File: src/rtl/iter_mul_div_pkg.sv
// rtl/iter_mul_div_pkg.sv - op codes, FSM states and op helpers for iter_mul_div
package iter_mul_div_pkg;

    localparam logic [2:0] MDU_MUL   = 3'd0;
    localparam logic [2:0] MDU_MULU  = 3'd1;
    localparam logic [2:0] MDU_DIV   = 3'd2;
    localparam logic [2:0] MDU_DIVU  = 3'd3;
    localparam logic [2:0] MDU_MADD  = 3'd4;
    localparam logic [2:0] MDU_MADDU = 3'd5;
    localparam logic [2:0] MDU_MSUB  = 3'd6;
    localparam logic [2:0] MDU_MSUBU = 3'd7;

    typedef enum logic [1:0] {
        MDS_IDLE = 2'd0,
        MDS_MUL  = 2'd1,
        MDS_DIV  = 2'd2,
        MDS_FIX  = 2'd3
    } mds_state_t;

    function automatic logic op_is_div(input logic [2:0] op);
        return (op == MDU_DIV) || (op == MDU_DIVU);
    endfunction

    // Even op codes (MUL, DIV, MADD, MSUB) are the signed variants.
    function automatic logic op_is_signed(input logic [2:0] op);
        return ~op[0];
    endfunction

endpackage

File: src/rtl/mdu_div_step.sv
// rtl/mdu_div_step.sv - one combinational restoring-division step
//  rem     in   WIDTH  partial remainder before the step
//  divisor in   WIDTH  divisor magnitude
//  dbit    in   1      next dividend bit shifted into the remainder
//  rem_nxt out  WIDTH  partial remainder after the step
//  q_bit   out  1      quotient bit produced by the step
module mdu_div_step #(
    parameter int WIDTH = 32
) (
    input  logic [WIDTH-1:0] rem,
    input  logic [WIDTH-1:0] divisor,
    input  logic             dbit,
    output logic [WIDTH-1:0] rem_nxt,
    output logic             q_bit
);

    logic [WIDTH:0] shifted;
    logic [WIDTH:0] diff;

    assign shifted = {rem, dbit};
    assign diff    = shifted - {1'b0, divisor};
    assign q_bit   = (shifted >= {1'b0, divisor});
    // Either result is below the divisor (or is the raw shift when the
    // divisor is zero), so it always fits back into WIDTH bits.
    assign rem_nxt = q_bit ? diff[WIDTH-1:0] : shifted[WIDTH-1:0];

endmodule

File: src/rtl/iter_mul_div.sv
// rtl/iter_mul_div.sv - iterative radix-2 multiply/divide unit writing HI/LO
//  Optional multiply-accumulate ops enabled by defining MDU_MADD_EN.
//  MDU_clk, MDU_reset (sync, active high)
//  MDU_A, MDU_B, MDU_op, MDU_start  operation request (MDU_A is also HI/LO write data)
//  MDU_HLWE, MDU_HLsrc              HI/LO write enable and HI/LO select
//  MDU_busy, MDU_done               operation in flight / one-cycle commit pulse
//  MDU_HLRD                         selected HI or LO, combinational
module iter_mul_div
    import iter_mul_div_pkg::*;
#(
    parameter int WIDTH = 32,
    parameter int CNT_W = 6
) (
    input  logic             MDU_clk,
    input  logic             MDU_reset,
    input  logic [WIDTH-1:0] MDU_A,
    input  logic [WIDTH-1:0] MDU_B,
    input  logic [2:0]       MDU_op,
    input  logic             MDU_start,
    input  logic             MDU_HLWE,
    input  logic             MDU_HLsrc,
    output logic             MDU_busy,
    output logic             MDU_done,
    output logic [WIDTH-1:0] MDU_HLRD
);

    mds_state_t         state, state_nxt;
    logic [CNT_W-1:0]   cnt;
    // MUL: {partial product high, multiplier}; DIV: {remainder, dividend/quotient}
    logic [2*WIDTH-1:0] acc;
    logic [WIDTH-1:0]   opa;        // multiplicand or divisor magnitude
    logic [WIDTH-1:0]   hi, lo;
    logic               sa, sb, is_div;
`ifdef MDU_MADD_EN
    logic               is_acc, is_sub;
`endif

    logic               op_legal, accept, a_neg, b_neg, last_iter;
    logic [WIDTH-1:0]   abs_a, abs_b;
    logic [WIDTH:0]     mul_sum;
    logic [2*WIDTH-1:0] mul_next, div_next;
    logic [WIDTH-1:0]   rem_nxt;
    logic               q_bit;
    logic [2*WIDTH-1:0] prod_s, fix_res;
    logic [WIDTH-1:0]   quo_s, rem_s;

`ifdef MDU_MADD_EN
    assign op_legal = 1'b1;
`else
    assign op_legal = ~MDU_op[2];
`endif

    assign accept    = (state == MDS_IDLE) && MDU_start && !MDU_HLWE && op_legal;
    assign a_neg     = op_is_signed(MDU_op) & MDU_A[WIDTH-1];
    assign b_neg     = op_is_signed(MDU_op) & MDU_B[WIDTH-1];
    assign abs_a     = a_neg ? -MDU_A : MDU_A;
    assign abs_b     = b_neg ? -MDU_B : MDU_B;
    assign last_iter = (cnt == CNT_W'(WIDTH - 1));

    assign mul_sum  = {1'b0, acc[2*WIDTH-1:WIDTH]} + {1'b0, (acc[0] ? opa : {WIDTH{1'b0}})};
    assign mul_next = {mul_sum, acc[WIDTH-1:1]};

    mdu_div_step #(.WIDTH(WIDTH)) u_div_step (
        .rem     (acc[2*WIDTH-1:WIDTH]),
        .divisor (opa),
        .dbit    (acc[WIDTH-1]),
        .rem_nxt (rem_nxt),
        .q_bit   (q_bit)
    );
    assign div_next = {rem_nxt, acc[WIDTH-2:0], q_bit};

    assign prod_s = (sa ^ sb) ? -acc : acc;
    assign quo_s  = (sa ^ sb) ? -acc[WIDTH-1:0] : acc[WIDTH-1:0];
    // With a zero divisor the remainder ends up equal to |A|, so the
    // sign fix below restores A itself for HI.
    assign rem_s  = sa ? -acc[2*WIDTH-1:WIDTH] : acc[2*WIDTH-1:WIDTH];

    always_comb begin
        if (is_div)
            fix_res = {rem_s, (opa == '0) ? {WIDTH{1'b1}} : quo_s};
        else
            fix_res = prod_s;
`ifdef MDU_MADD_EN
        if (is_acc)
            fix_res = is_sub ? ({hi, lo} - prod_s) : ({hi, lo} + prod_s);
`endif
    end

    always_ff @(posedge MDU_clk) begin
        if (MDU_reset)
            state <= MDS_IDLE;
        else
            state <= state_nxt;
    end

    always_comb begin
        state_nxt = state;
        case (state)
            MDS_IDLE: if (accept) state_nxt = op_is_div(MDU_op) ? MDS_DIV : MDS_MUL;
            MDS_MUL,
            MDS_DIV:  if (last_iter) state_nxt = MDS_FIX;
            MDS_FIX:  state_nxt = MDS_IDLE;
            default:  state_nxt = MDS_IDLE;
        endcase
    end

    always_ff @(posedge MDU_clk) begin
        if (MDU_reset) begin
            hi       <= '0;
            lo       <= '0;
            MDU_busy <= 1'b0;
            MDU_done <= 1'b0;
            cnt      <= '0;
            acc      <= '0;
            opa      <= '0;
            sa       <= 1'b0;
            sb       <= 1'b0;
            is_div   <= 1'b0;
`ifdef MDU_MADD_EN
            is_acc   <= 1'b0;
            is_sub   <= 1'b0;
`endif
        end else begin
            MDU_done <= 1'b0;
            case (state)
                MDS_IDLE: begin
                    if (MDU_HLWE) begin
                        if (MDU_HLsrc) hi <= MDU_A;
                        else           lo <= MDU_A;
                    end else if (accept) begin
                        MDU_busy <= 1'b1;
                        cnt      <= '0;
                        sa       <= a_neg;
                        sb       <= b_neg;
                        is_div   <= op_is_div(MDU_op);
`ifdef MDU_MADD_EN
                        is_acc   <= MDU_op[2];
                        is_sub   <= MDU_op[1];
`endif
                        if (op_is_div(MDU_op)) begin
                            acc <= {{WIDTH{1'b0}}, abs_a};
                            opa <= abs_b;
                        end else begin
                            acc <= {{WIDTH{1'b0}}, abs_b};
                            opa <= abs_a;
                        end
                    end
                end
                MDS_MUL: begin
                    acc <= mul_next;
                    cnt <= cnt + 1'b1;
                end
                MDS_DIV: begin
                    acc <= div_next;
                    cnt <= cnt + 1'b1;
                end
                MDS_FIX: begin
                    {hi, lo} <= fix_res;
                    MDU_busy <= 1'b0;
                    MDU_done <= 1'b1;
                end
                default: ;
            endcase
        end
    end

    assign MDU_HLRD = MDU_HLsrc ? hi : lo;

endmodule

File: config.mk
export PLATFORM = sky130hd
export DESIGN_NAME = iter_mul_div
export DESIGN_NICKNAME = d
export VERILOG_FILES = /design/src/rtl/iter_mul_div_pkg.sv /design/src/rtl/mdu_div_step.sv /design/src/rtl/iter_mul_div.sv
export SDC_FILE = /design/constraint.sdc
export NUM_CORES = 1
export LEC_CHECK = 0
export ABC_AREA = 1
export CORE_MARGIN = 2
export CORE_UTILIZATION = 50
export CTS_CLUSTER_DIAMETER = 150
export DETAILED_ROUTE_END_ITERATION = 6
export GPL_TIMING_DRIVEN = 0
export HOLD_SLACK_MARGIN = 0.06
export PLACE_DENSITY = 0.71
export SLEW_MARGIN = 20
export SYNTH_ARGS = -nofsm -noshare
export SYNTH_HDL_FRONTEND = slang
export SYNTH_SLANG_ARGS = --single-unit
export TNS_END_PERCENT = 100
File: constraint.sdc
create_clock -name MDU_clk -period 2.46 [get_ports MDU_clk]
set_input_delay 0.492 -clock MDU_clk [delete_from_list [all_inputs] [get_ports MDU_clk]]
set_output_delay 0.492 -clock MDU_clk [all_outputs]
set_load 0.02 [all_outputs]
==> results.md <==
- 18.2% — sequential fraction of the synthesis area
- 106% — Period Utilization, post-route
- 3,596 — Net Count, Synth
- 45.4% — Tot GR Track Use
- 3,928 — count of routing violations after the opening detailed-route iteration
- acc[0] — start point of the critical path
- 22.5 mW — Power Total
- 0.0147 ns — Final Skew
- flip-flop — Critical Path Source Type
- 0% — async set or reset register ratio after synthesis
- 10 — Critical Path Fanout Max
- 2 — Bufs on Longest Clock Path
- dfxtp_1 — most used flip-flop cell after synthesis
- -0.141 ns — final worst-path setup slack
- 4 — H-tree levels
- 63.1% — utilization after layout
- 0 — number of max-cap violations
- 3,737 — FILL cells
- DRC, setup timing — failing checks
- 5.99 — via-per-instance ratio
- 2.85 ns — data required time of the worst path
- -0.866 ns — Post-Place Setup Slack
- 2.99 ns — arrival time at the worst endpoint
- clkbuf_16 — buffer cell driving the clock tree root
- 50.6% — effective utilization at floorplan
- 55 — Yosys cell types
- 0 — diode count
- 4,062 — number of cells after detailed placement
- 11.3 nW — Leak
- 22,000 — vias in the first global route
- 33.5% — max_slew headroom
- 199 um — Die Wd
- flip-flop to flip-flop — type of the worst setup path
- 2 — number of antenna violations at the first check in global routing
- 24,900 — vias post-DR
- flip-flop to flip-flop — path type of the worst min-delay path
- 18.0% — layout cells sized above 1
- 24.7% — layout overhead on the synthesized area
- 71 — number of placement rows
- 103 — number of input and output port buffers inserted
- flip-flop — Critical Path End Type
- built — TritonCTS clock tree
- 0 — EDFF count, synth
- 1.11 — placer congestion estimate
- cnt[0] — critical hold path startpoint
- 0 — number of max-slew violations in the final report
- complete, but fails checks — result of the run
- 173 — TritonCTS Sinks
- acc[0] — Reg-to-Reg Start
- 951 nW/um2 — power density over cell area
- 74.6 mm — DP HPWL
- 17 — CTS buffer count
- 0 — Yosys warnings
- 0.384 GHz — peak clock frequency supported by timing
- 173 — register bit total from synthesis
- 7 — number of detailed-route iterations in the first pass
- 22.4 um — Wirelength per Cell
- 0 — remaining antenna violation count
- 16 — DRC violation count after routing
- 0 — count of final hold-check violations
- 5.51 um2 — post-synthesis average cell area
- 3,448 — number of instances in the synthesized netlist
- 199 um — Die Y-Extent
- 0 — overflow left after global routing
- 0.47 ns — Clock Latency Late Sink
- 19,000 um2 — Syn Std Cell Area
- 39,600 um2 — Die Area
- 106 — number of ports placed on the die boundary
- 0.07 ns — CTS clk-pin slew, worst paths
- 133 mm — first-pass GRT wire length
- 2.60 ns — final critical path time including I/O delays and setup
- 0.997 ns — slew of the pin with the lowest slew margin
- -0.502 ns — sum of negative setup slack
- 17 — largest net degree at the start of global routing
- 3,782 — Final nets
- 4,156 — post-route non-filler standard cell count
- 14 — final number of setup-violating endpoints
- 0.791 mV — worst vdd ir
- true — unrepaired setup endpoints after global routing
- 93.3 mm — Post-Route WL
- 37,600 um2 — total core area
-- metal layers --
layer  GRT usage [%]  wire [um]  vias to the layer above
met2            62.3      36000                     1789
met3            16.8      14500                      315
met5           0.511         26                        -
li1                -          -                    11400
met1            60.8      36800                    11400
met4            24.4       5920                        4
-- worst paths after layout --
path,cells after the start,end,slack (ns)
worst max register to register,19,acc[63],-0.14
worst max-delay path,19,acc[63],-0.14
worst min register to register,1,cnt[0],0.53
worst min-delay path,1,cnt[0],0.53
-- worst max-delay path: stages (launching register included) --
cell	delay [ns]
dfxtp_2	0.32
buf_6	0.13
clkbuf_4	0.18
nand2_1	0.08
inv_1	0.09
ha_4	0.31
nand2_1	0.10
nor2_2	0.14
inv_1	0.09
nor3_1	0.21
nand2_2	0.11
nand2_4	0.10
nand2_4	0.05
nand2_2	0.07
nand2_1	0.05
nand2_1	0.08
nand2_2	0.09
nand2_4	0.15
nand2_2	0.06
a21oi_2	0.13
-- cells in the mapped netlist, types with 7 or more instances --
cell      count  area share, %
a21oi_1     176            4.6
a21oi_2      32            1.5
a31oi_1      34            1.1
buf_2        26           0.68
buf_4         9           0.36
clkbuf_1     79            1.6
dfxtp_1     173             18
ha_1         74            4.9
inv_1       502            9.9
inv_2        15           0.30
nand2_1    1116             22
nand2_2      12           0.39
nand3_1     271            7.1
nand3_2      24            1.3
nand3b_1     13           0.51
nand4_1      40            1.3
nor2_1      332            6.6
nor2_2       15           0.49
nor2_4        7           0.41
nor3_1       35           0.92
o211ai_1     31            1.2
o21a_1        7           0.28
o21ai_0     220            5.8
o21ai_1      24           0.63
o21bai_1      7           0.28
o22ai_1      31            1.0
or2_2        14           0.46
xnor2_1      24            1.1
xor2_1       43            2.0
-- metrics by stage --
step                      cell area (um2)  hold slack, ns
after floorplan                     19000           0.456
after global placement              20700           0.471
after detailed placement            20700           0.507
after CTS                           22300           0.518
after global routing                23700           0.548
final                               23700           0.535
-- sequential cells by signal (all words and copies together) (netlist names) --
signal	count
cnt	6
lo	32
MDU_done	1
is_div	1
hi	32
MDU_busy	1
acc	64
state	2
sb	1
opa	32
sa	1
-- layout make-up --
class / count / area [um2] / share of cell area, %
clock inverters: 13 / 169 / 0.713
repair buffers: 167 / 1580 / 6.65
multi-input cells: 2628 / 14600 / 61.7
flip-flops and latches: 173 / 3610 / 15.2
well taps: 511 / 639 / 2.70
inverters: 520 / 1980 / 8.34
clock buffers: 17 / 425 / 1.79
plain buffers: 127 / 679 / 2.87
-- cells by family (layout without fill, tap and decap cells) --
family          count (synthesis)  after routing  share of synthesized area [%]
flops                         173            173                           18.2
fa+ha+maj                      76             76                           5.08
compound gates                583            583                           17.4
xor+xnor                       68             68                           3.17
buf+inv                       647            844                           13.5
simple gates                 1901           1901                           42.6
-- placed cells by master (no fill, tap or decap), drive strengths merged, types with 3 or more instances in the layout --
cell / Yosys / layout
xor2: 43 / 43
a21o: 3 / 3
o21bai: 7 / 7
or2: 15 / 15
a22oi: 5 / 5
nor2: 355 / 355
nor3: 38 / 38
o22ai: 31 / 31
dfxtp: 173 / 173
nand2: 1134 / 1134
o221ai: 4 / 4
and2: 3 / 3
a211oi: 3 / 3
nand3b: 13 / 13
clkinvlp: 0 / 6
xnor2: 25 / 25
a31oi: 34 / 34
bufinv: 0 / 3
a21oi: 209 / 209
nand3: 295 / 295
o21a: 7 / 7
o211ai: 31 / 31
o21ai: 246 / 246
clkinv: 3 / 8
clkdlybuf4s50: 0 / 103
nand4: 40 / 40
inv: 517 / 516
nor4: 4 / 4
clkbuf: 80 / 97
ha: 74 / 74
buf: 47 / 110
-- report_power, final --
| part | switching (mW) | total [mW] | internal, mW |
|---|---|---|---|
| clock network | 1.28 | 2.88 | 1.59 |
| logic | 10.2 | 15.6 | 5.35 |
| registers | 0.620 | 4.09 | 3.47 |
| total | 12.1 | 22.5 | 10.4 |
-- repair_timing --
item | CTS | global route
setup buffers | 18 | 42
gates cloned | 1 | 3
endpoints found under the setup margin | 110 | 165
pin swaps | 26 | 76
hold buffers | 0 | 0
resized for setup | 226 | 306
Note: power is estimated with default switching activity, not from simulation.
